## config.mk

```make
export PLATFORM = sky130hd
export DESIGN_NAME = usb_rx_byte_assembler
export DESIGN_NICKNAME = d
export VERILOG_FILES = /design/src/rtl/usb_rx_pkg.sv /design/src/rtl/usb_sync_detect.sv /design/src/rtl/usb_rx_byte_assembler.sv
export SDC_FILE = /design/constraint.sdc
export NUM_CORES = 1
export LEC_CHECK = 0
export CORE_ASPECT_RATIO = 0.8
export CORE_MARGIN = 4
export CORE_UTILIZATION = 59
export CTS_BUF_LIST = sky130_fd_sc_hd__clkbuf_4 sky130_fd_sc_hd__clkbuf_8
export DETAILED_ROUTE_END_ITERATION = 16
export DONT_BUFFER_PORTS = 1
export GPL_TIMING_DRIVEN = 0
export PLACE_DENSITY = 0.78
export SLEW_MARGIN = 10
export SYNTH_ARGS = -nofsm -noshare
export SYNTH_HDL_FRONTEND = slang
export SYNTH_SLANG_ARGS = --single-unit
```

## constraint.sdc

```tcl
create_clock -name gclk -period 1.94 [get_ports gclk]
set_input_delay 0.388 -clock gclk [delete_from_list [all_inputs] [get_ports gclk]]
set_output_delay 0.388 -clock gclk [all_outputs]
set_load 0.05 [all_outputs]
```

## src/rtl/usb_rx_pkg.sv

```systemverilog
// Shared types and constants for the USB receive byte assembler.
// The optional PID check is enabled by defining USB_RX_PID_CHECK_EN.
package usb_rx_pkg;

    localparam int unsigned BYTE_W        = 8;
    localparam int unsigned BIT_CNT_W     = 3;
    localparam int unsigned MAX_BYTES_DEF = 1027;
    localparam int unsigned CNT_W_DEF     = 11;

    // Seven zeros then a one, in arrival order, with new bits entering at the MSB
    localparam logic [BYTE_W-1:0] SYNC_PAT = 8'h80;

    localparam logic [BYTE_W-1:0] PID_TYPE_MASK  = 8'h0F;
    localparam logic [BYTE_W-1:0] PID_CHECK_MASK = 8'hF0;

    typedef enum logic [1:0] {
        HUNT   = 2'd0,
        DATA   = 2'd1,
        EOP    = 2'd2,
        WAIT_J = 2'd3
    } rx_state_e;

    // A PID is well formed when its upper nibble is the complement of its lower nibble
    function automatic logic pid_ok(input logic [BYTE_W-1:0] pid);
        logic [BYTE_W-1:0] type_bits;
        logic [BYTE_W-1:0] check_bits;
        type_bits  = pid & PID_TYPE_MASK;
        check_bits = ((~pid) & PID_CHECK_MASK) >> 4;
        return type_bits == check_bits;
    endfunction

endpackage

```

## src/rtl/usb_sync_detect.sv

```systemverilog
// SYNC hunter: 8-bit arrival window compared against SYNC_PAT.
// Only non-stuffed bits are shifted, and only while the assembler is hunting.
module usb_sync_detect
    import usb_rx_pkg::*;
(
    input  logic gclk,
    input  logic reset_l,
    input  logic bit_en,
    input  logic halt_rx_shift,
    input  logic rx_din,
    input  logic hunt,
    output logic sync_hit_c
);

    logic [BYTE_W-1:0] window;
    logic [BYTE_W-1:0] window_next_c;
    logic              shift_c;

    assign shift_c       = bit_en & ~halt_rx_shift & hunt;
    assign window_next_c = {rx_din, window[BYTE_W-1:1]};

    // Hit is flagged on the same edge that shifts in the final SYNC bit
    assign sync_hit_c = shift_c & (window_next_c == SYNC_PAT);

    always_ff @(posedge gclk or negedge reset_l) begin
        if (!reset_l) begin
            window <= '0;
        end else if (shift_c) begin
            window <= window_next_c;
        end
    end

endmodule

```

## src/rtl/usb_rx_byte_assembler.sv

```systemverilog
// Receive byte assembler: SYNC hunt, LSB-first byte assembly, EOP framing and error flags.
// Define USB_RX_PID_CHECK_EN to flag a malformed PID on the first byte of each packet.
module usb_rx_byte_assembler
    import usb_rx_pkg::*;
#(
    parameter int unsigned MAX_BYTES = MAX_BYTES_DEF,
    parameter int unsigned CNT_W     = CNT_W_DEF
) (
    input  logic              gclk,
    input  logic              reset_l,
    input  logic              bit_en,
    input  logic              rx_din,
    input  logic              halt_rx_shift,
    input  logic              se0,
    output logic [BYTE_W-1:0] rx_data,
    output logic              rx_valid,
    output logic              rx_active,
    output logic              rx_error,
    output logic [CNT_W-1:0]  byte_cnt
);

    localparam logic [CNT_W-1:0]     CNT_MAX  = CNT_W'(MAX_BYTES);
    localparam logic [CNT_W-1:0]     CNT_SAT  = CNT_W'(MAX_BYTES + 1);
    localparam logic [BIT_CNT_W-1:0] LAST_BIT = BIT_CNT_W'(BYTE_W - 1);

    rx_state_e             state_q;
    rx_state_e             state_d;
    logic [BYTE_W-1:0]     shift_q;
    logic [BYTE_W-1:0]     shift_d;
    logic [BIT_CNT_W-1:0]  bit_cnt_q;
    logic [BIT_CNT_W-1:0]  bit_cnt_d;
    logic [BYTE_W-1:0]     rx_data_d;
    logic                  rx_valid_d;
    logic                  rx_active_d;
    logic                  rx_error_d;
    logic [CNT_W-1:0]      byte_cnt_d;

    logic                  sync_hit_c;
    logic                  accept_c;
    logic                  stuff_bit_c;
    logic [BYTE_W-1:0]     byte_c;

    usb_sync_detect u_sync_detect (
        .gclk          (gclk),
        .reset_l       (reset_l),
        .bit_en        (bit_en),
        .halt_rx_shift (halt_rx_shift),
        .rx_din        (rx_din),
        .hunt          (state_q == HUNT),
        .sync_hit_c    (sync_hit_c)
    );

    assign accept_c    = bit_en & ~halt_rx_shift;
    assign stuff_bit_c = bit_en & halt_rx_shift;
    assign byte_c      = {rx_din, shift_q[BYTE_W-1:1]};

    // State and output registers
    always_ff @(posedge gclk or negedge reset_l) begin
        if (!reset_l) begin
            state_q   <= HUNT;
            shift_q   <= '0;
            bit_cnt_q <= '0;
            rx_data   <= '0;
            rx_valid  <= 1'b0;
            rx_active <= 1'b0;
            rx_error  <= 1'b0;
            byte_cnt  <= '0;
        end else begin
            state_q   <= state_d;
            shift_q   <= shift_d;
            bit_cnt_q <= bit_cnt_d;
            rx_data   <= rx_data_d;
            rx_valid  <= rx_valid_d;
            rx_active <= rx_active_d;
            rx_error  <= rx_error_d;
            byte_cnt  <= byte_cnt_d;
        end
    end

    // Next-state and next-output logic
    always_comb begin
        state_d     = state_q;
        shift_d     = shift_q;
        bit_cnt_d   = bit_cnt_q;
        rx_data_d   = rx_data;
        rx_valid_d  = 1'b0;
        rx_active_d = rx_active;
        rx_error_d  = rx_error;
        byte_cnt_d  = byte_cnt;

        unique case (state_q)
            HUNT: begin
                if (sync_hit_c) begin
                    state_d     = DATA;
                    shift_d     = '0;
                    bit_cnt_d   = '0;
                    rx_active_d = 1'b1;
                    rx_error_d  = 1'b0;
                    byte_cnt_d  = '0;
                end
            end

            DATA: begin
                if (stuff_bit_c) begin
                    // A stuffed bit must be a zero; a one here is a stuff error
                    if (rx_din) begin
                        rx_error_d = 1'b1;
                    end
                end else if (accept_c) begin
                    if (se0) begin
                        state_d   = EOP;
                        bit_cnt_d = '0;
                        if (bit_cnt_q != '0) begin
                            rx_error_d = 1'b1;
                        end
                    end else begin
                        shift_d   = byte_c;
                        bit_cnt_d = bit_cnt_q + BIT_CNT_W'(1);
                        if (bit_cnt_q == LAST_BIT) begin
                            rx_data_d  = byte_c;
                            rx_valid_d = 1'b1;
                            if (byte_cnt != CNT_SAT) begin
                                byte_cnt_d = byte_cnt + CNT_W'(1);
                            end
                            if (byte_cnt >= CNT_MAX) begin
                                rx_error_d = 1'b1;
                            end
`ifdef USB_RX_PID_CHECK_EN
                            if ((byte_cnt == '0) && !pid_ok(byte_c)) begin
                                rx_error_d = 1'b1;
                            end
`endif
                        end
                    end
                end
            end

            EOP: begin
                if (accept_c) begin
                    state_d = WAIT_J;
                    if (!se0) begin
                        rx_error_d = 1'b1;
                    end
                end
            end

            WAIT_J: begin
                if (accept_c && !se0) begin
                    state_d     = HUNT;
                    rx_active_d = 1'b0;
                end
            end

            default: begin
                state_d = HUNT;
            end
        endcase
    end

endmodule

```

After elaboration in Yosys (flattened, before gate mapping)

Index checks and enable logic that the tools add are counted.
W data, S select, Z words.

Bits in registers: 43
Input port bits: 6
Output and inout port bits: 22
Logic and storage cells: 97

Add/subtract/negate cells: 2
Order comparisons: 1
Eq/ne operators: 21
Muxes and demuxes: 43
Bitwise gates (word level): 7
Reductions and logical operators: 14

Operator list:

| kind                    | number |
|---|---|
| $mux W11                | 6 |
| $mux W8                 | 4 |
| $pmux W11 S2            | 1 |
| $ne A2 B2 Y1 const B    | 10 |
| $mux W1                 | 17 |
| $pmux W8 S2             | 1 |
| $mux W2                 | 6 |
| $mux W3                 | 4 |
| $ne A4 B4 Y1 const B    | 3 |
| $add A11 B1 Y11 const B | 1 |
| $ge A11 B11 Y1 const B  | 1 |
| $ne A11 B11 Y1 const B  | 1 |
| $reduce_and A5 Y1       | 2 |
| $reduce_and A9 Y1       | 1 |
| $eq A8 B8 Y1 const B    | 1 |
| $pmux W2 S4             | 1 |
| $reduce_and A7 Y1       | 1 |
| $ne A3 B3 Y1 const B    | 2 |
| $pmux W3 S2             | 1 |
| $reduce_and A6 Y1       | 1 |
| $reduce_bool A3 Y1      | 2 |
| $and A1 B1 Y1           | 4 |
| $eq A2 B2 Y1 const B    | 2 |
| $reduce_and A4 Y1       | 1 |
| other kinds (11)        | 14 |

Longest topological paths before layout

Depth in word-level cells: 7
Gate-level depth with buffers: 8
Depth with buffers taken out: 7

Hierarchy

A second synthesis with hierarchy kept.

Cells, all modules: 181
Area total of the unflattened synthesis: 2119.5 um2

By module, submodules not included:

| module                | instances | cells an instance | area an instance (um2) | sequential area each (um2) |
|---|---|---|---|---|
| usb_rx_byte_assembler | 1         | 163               | 1814.2                 | 850.8 |
| usb_sync_detect       | 1         | 18                | 305.3                  | 175.2 |

Least setup slack after synthesis

OpenSTA, ideal clock, no wires.

Path type: flip-flop to flip-flop
From: reg byte_cnt[0]
To: reg byte_cnt[9]
Library setup time: 0.124 ns
Arrival: 2.000 ns
Data required time: 1.816 ns
Path slack: -0.184 ns
Cell stages (with the launch flop): 9
Path buffers: 1
Period minus slack after synthesis: 2.124 ns
Cells stage by stage: dfrtp_1 > inv_1 > ha_1 > and3_1 > nand3_1 > a41oi_1 > or2_1 > buf_6 > a211o_1

Cells in the longest elaborated chain, start to end: 7
Elaborated cells between the ends (all ways): 10
Classes of those cells: add/sub (1); eq/ne (2); mux (6); reduce/logical (1)

RTL lines:

| what                   | line                         | text |
|---|---|---|
| from (decl)            | usb_rx_byte_assembler.sv:19  | `output logic [CNT_W-1:0] byte_cnt` |
| from (signal assigned) | usb_rx_byte_assembler.sv:76  | `byte_cnt <= byte_cnt_d;` |
| $add A11 B1 Y11        | usb_rx_byte_assembler.sv:123 | `byte_cnt_d = byte_cnt + CNT_W'(1);` |
| $mux W11               | usb_rx_byte_assembler.sv:122 | `if (byte_cnt != CNT_SAT) begin` |
| $mux W11               | usb_rx_byte_assembler.sv:119 | `if (bit_cnt_q == LAST_BIT) begin` |
| $mux W11               | usb_rx_byte_assembler.sv:110 | `if (se0) begin` |
| $mux W11               | usb_rx_byte_assembler.sv:109 | `end else if (accept_c) begin` |
| $mux W11               | usb_rx_byte_assembler.sv:104 | `if (stuff_bit_c) begin` |
| $pmux W11 S2           | usb_rx_byte_assembler.sv:91  | `unique case (state_q)` |

Parallel ways exist; a longest one is shown, timed or not. The select of a mux whose other input is x is not followed.
A chain may end at the register's enable or synchronous reset.

Final worst setup path

From: reg u_sync_detect.window[1]
To: reg byte_cnt[9]

Cells in the longest elaborated chain, start to end: 4

RTL lines:

| what                               | line                  | text |
|---|---|---|
| from (decl)                        | usb_sync_detect.sv:15 | `logic [BYTE_W-1:0] window;` |
| from (signal assigned)             | usb_sync_detect.sv:29 | `window <= window_next_c;` |
| $eq A8 B8 Y1                       | usb_sync_detect.sv:23 | `assign sync_hit_c = shift_c & (window_next_c == SYNC_PAT);` |
| $and A1 B1 Y1                      | usb_sync_detect.sv:23 |  |
| $ne A2 B2 Y1 (no source line)      | n/a                   |  |
| $reduce_and A7 Y1 (no source line) | n/a                   |  |

No other way between the ends.

==> metrics <==
Final min period=2.11 ns; cell taking the most area after synthesis=dfrtp_1; design area=2480 sq um; max_slew headroom=0.624; failing checks=setup timing; CTS Buffer Depth=2; fin. max-slew vios=0; Synth top area share=0.481; Pre-Repair DR Iteration Count=4; Global Route Usage Sum=0.225; GR Overflow Total=0; CP required=2.13 ns; CP cell instances=or4_4 > o31ai_4 > nand2_2 > or2_4 > buf_6 > a211o_1; placed instance area=2190 sq um; port bufs=0; Yosys warning total=0; RSZ-0062 raised after global routing=true; Crit-path slowest cell=or4_4; row count=19; worst-path fanout max=5; I/O pin cnt=28; synthesized area per cell=9.83 sq um; diode count=0; post-synthesis cell count=217; fin worst setup slack=-0.166 ns; vias post-DR=1690; Die H=61.8 um; Detailed Place HPWL=3190 um; crit-path max cell delay=0.55 ns; sequential share of the synthesized area=0.481; vias in the first global route=1651; clock skew after layout=0.0128 ns; # setup viols final=20; outcome=finished, violations left; final setup TNS=-1.17 ns; pin count of the biggest net entering global routing=42; Crit Path Class=reg -> reg; Post-DRT Antenna Nets=0; die width=75.2 um; CTS tree=yes; CP bufs+invs=1; HP Class=in -> reg; CP top delay family=simple AND/OR/NAND/NOR gates; Leak Pwr=0.00107 uW; Max VDD drop=0.00108 V; first-pass GRT wire length=7830 um; clk_lat worst skew=0.30 ns; max_cap viols=0; Synth Flop Type=dfrtp_1; P&R area growth vs syn=16.3%; # H-tree levels=2; initial antenna violation count=0; post-DR wirelength/cell=16.9 um; GP Congestion=0.857; PwrDens=1580 nW/um^2; commonest cells after routing, fill and taps aside=dfrtp_1 (31), nand2_1 (27), o21ai_0 (19), inv_1 (16), o21ai_1 (10); CP Data Arrival Time=2.30 ns; Worst-path clk slew=0.08 ns; Synth cell types=37; clock sink count=41; Synthesized Nets=233; number of synthesized register bits=41; final hold vios=0; Starting Density=0.619; total die area=4650 sq um; WL final=4640 um; Final nets=247; number of DRC markers in iteration 0=173; mapped cell area=2130 sq um; fin crit share=1.09; CP Capture Type=register; fraction of registers with async set/reset=1.00; cts bufs inserted=5; fmax=475 MHz; Synth area leaders=dfrtp_1 (48%), o21ai_0 (7.0%), ha_1 (5.9%); most common cell after layout, fill and taps aside=dfrtp_1; DRC viols=0; Critical Path Start Type=register; Worst-Margin Slew=0.564 ns; vias per cell=6.17; Post-synth EDFFs=0; core box area=3450 sq um; root buffer cell=clkbuf_8; layout cells sized above 1=0.272
## routing by layer
metal,wire length [um],vias to the layer above,global-route usage
met5,0,-,0
met3,339,13,0.0852
met4,102,0,0.0798
met1,2040,825,0.292
met2,2150,47,0.350
li1,-,805,-
## registers in the layout (all words and copies together) (netlist names)
register / flops
state_q: 2
bit_cnt_q: 3
rx_error: 1
shift_q: 7
byte_cnt: 11
rx_data: 8
rx_active: 1
u_sync_detect.window: 7
rx_valid: 1
## synthesized netlist by cell type, types with 5 or more instances
cell type / number
dfrtp_1: 41
o21ai_0: 30
nand2_1: 29
inv_1: 17
ha_1: 10
mux2_2: 9
nand3_1: 9
nand4_1: 8
clkbuf_1: 6
nor2_1: 6
nor2b_1: 6
nand3b_1: 5
o221ai_1: 5
## stage by stage
step	utilization	worst slack (ns)	power, uW	instances	hold WS, ns
3_3_place_gp	0.636	-0.299	2890	259	0.0935
3_5_place_dp	0.636	-0.375	2970	259	0.0934
2_1_floorplan	-	-0.0554	2650	217	0.0924
4_1_cts	0.691	-0.141	3690	273	0.184
6_report	0.719	-0.166	3920	274	0.193
5_1_grt	0.719	-0.205	4180	274	0.201
## worst register-to-register path, cell delays in order (launching register included)
cell and delay, ns:
dfrtp_1 0.38, or4_4 0.55, o31ai_4 0.27, nand2_2 0.10, or2_4 0.28, buf_6 0.13
a211o_1 0.29
## final timing paths
check	startpoint	endpoint	slack [ns]	cells after the start
worst max-delay path	u_sync_detect.window[1]	byte_cnt[9]	-0.17	6
worst min-delay path	rx_din	rx_data[7]	0.19	2
worst min register to register	u_sync_detect.window[1]	u_sync_detect.window[1]	0.53	1
min in group asynchronous	reset_l	rx_data[1]	0.54	2
worst max register to register	u_sync_detect.window[1]	byte_cnt[9]	-0.17	6
max in group asynchronous	reset_l	byte_cnt[0]	1.19	2
## cells by family after synthesis
kind of cell | after synthesis | share of synthesized area
AOI/OAI and AO/OA | 50 | 0.153
and+or+nand+nor | 78 | 0.193
DFF | 41 | 0.481
muxes | 13 | 0.0663
buffers and inverters | 25 | 0.0481
adders and majority gates | 10 | 0.0587
## power by group
part           internal, uW  leakage (uW)  switching (uW)
registers              1090      0.000516             675
clock network           248     0.0000439             301
logic                   740      0.000511             874
## final cells by class
| type | instances | area, sq um |
|---|---|---|
| buffer | 7 | 46.3 |
| sequential | 41 | 1040 |
| inverter | 17 | 63.8 |
| timing repair buffer | 8 | 78.8 |
| fill | 240 | 967 |
| clock inverter | 3 | 17.5 |
| tap | 42 | 52.6 |
| clock buffer | 5 | 68.8 |
| multi-input combinational | 151 | 1110 |
## repair_timing
action                                 4_1_cts  5_1_grt
setup buffers                                3        2
gates cloned                                 1        0
setup endpoints to repair                   28       33
endpoints found under the hold margin       41        0
pin swaps                                    3        5
hold buffers                                 2        0
resized for setup                           21       38
(Power assumes the default switching activity.)
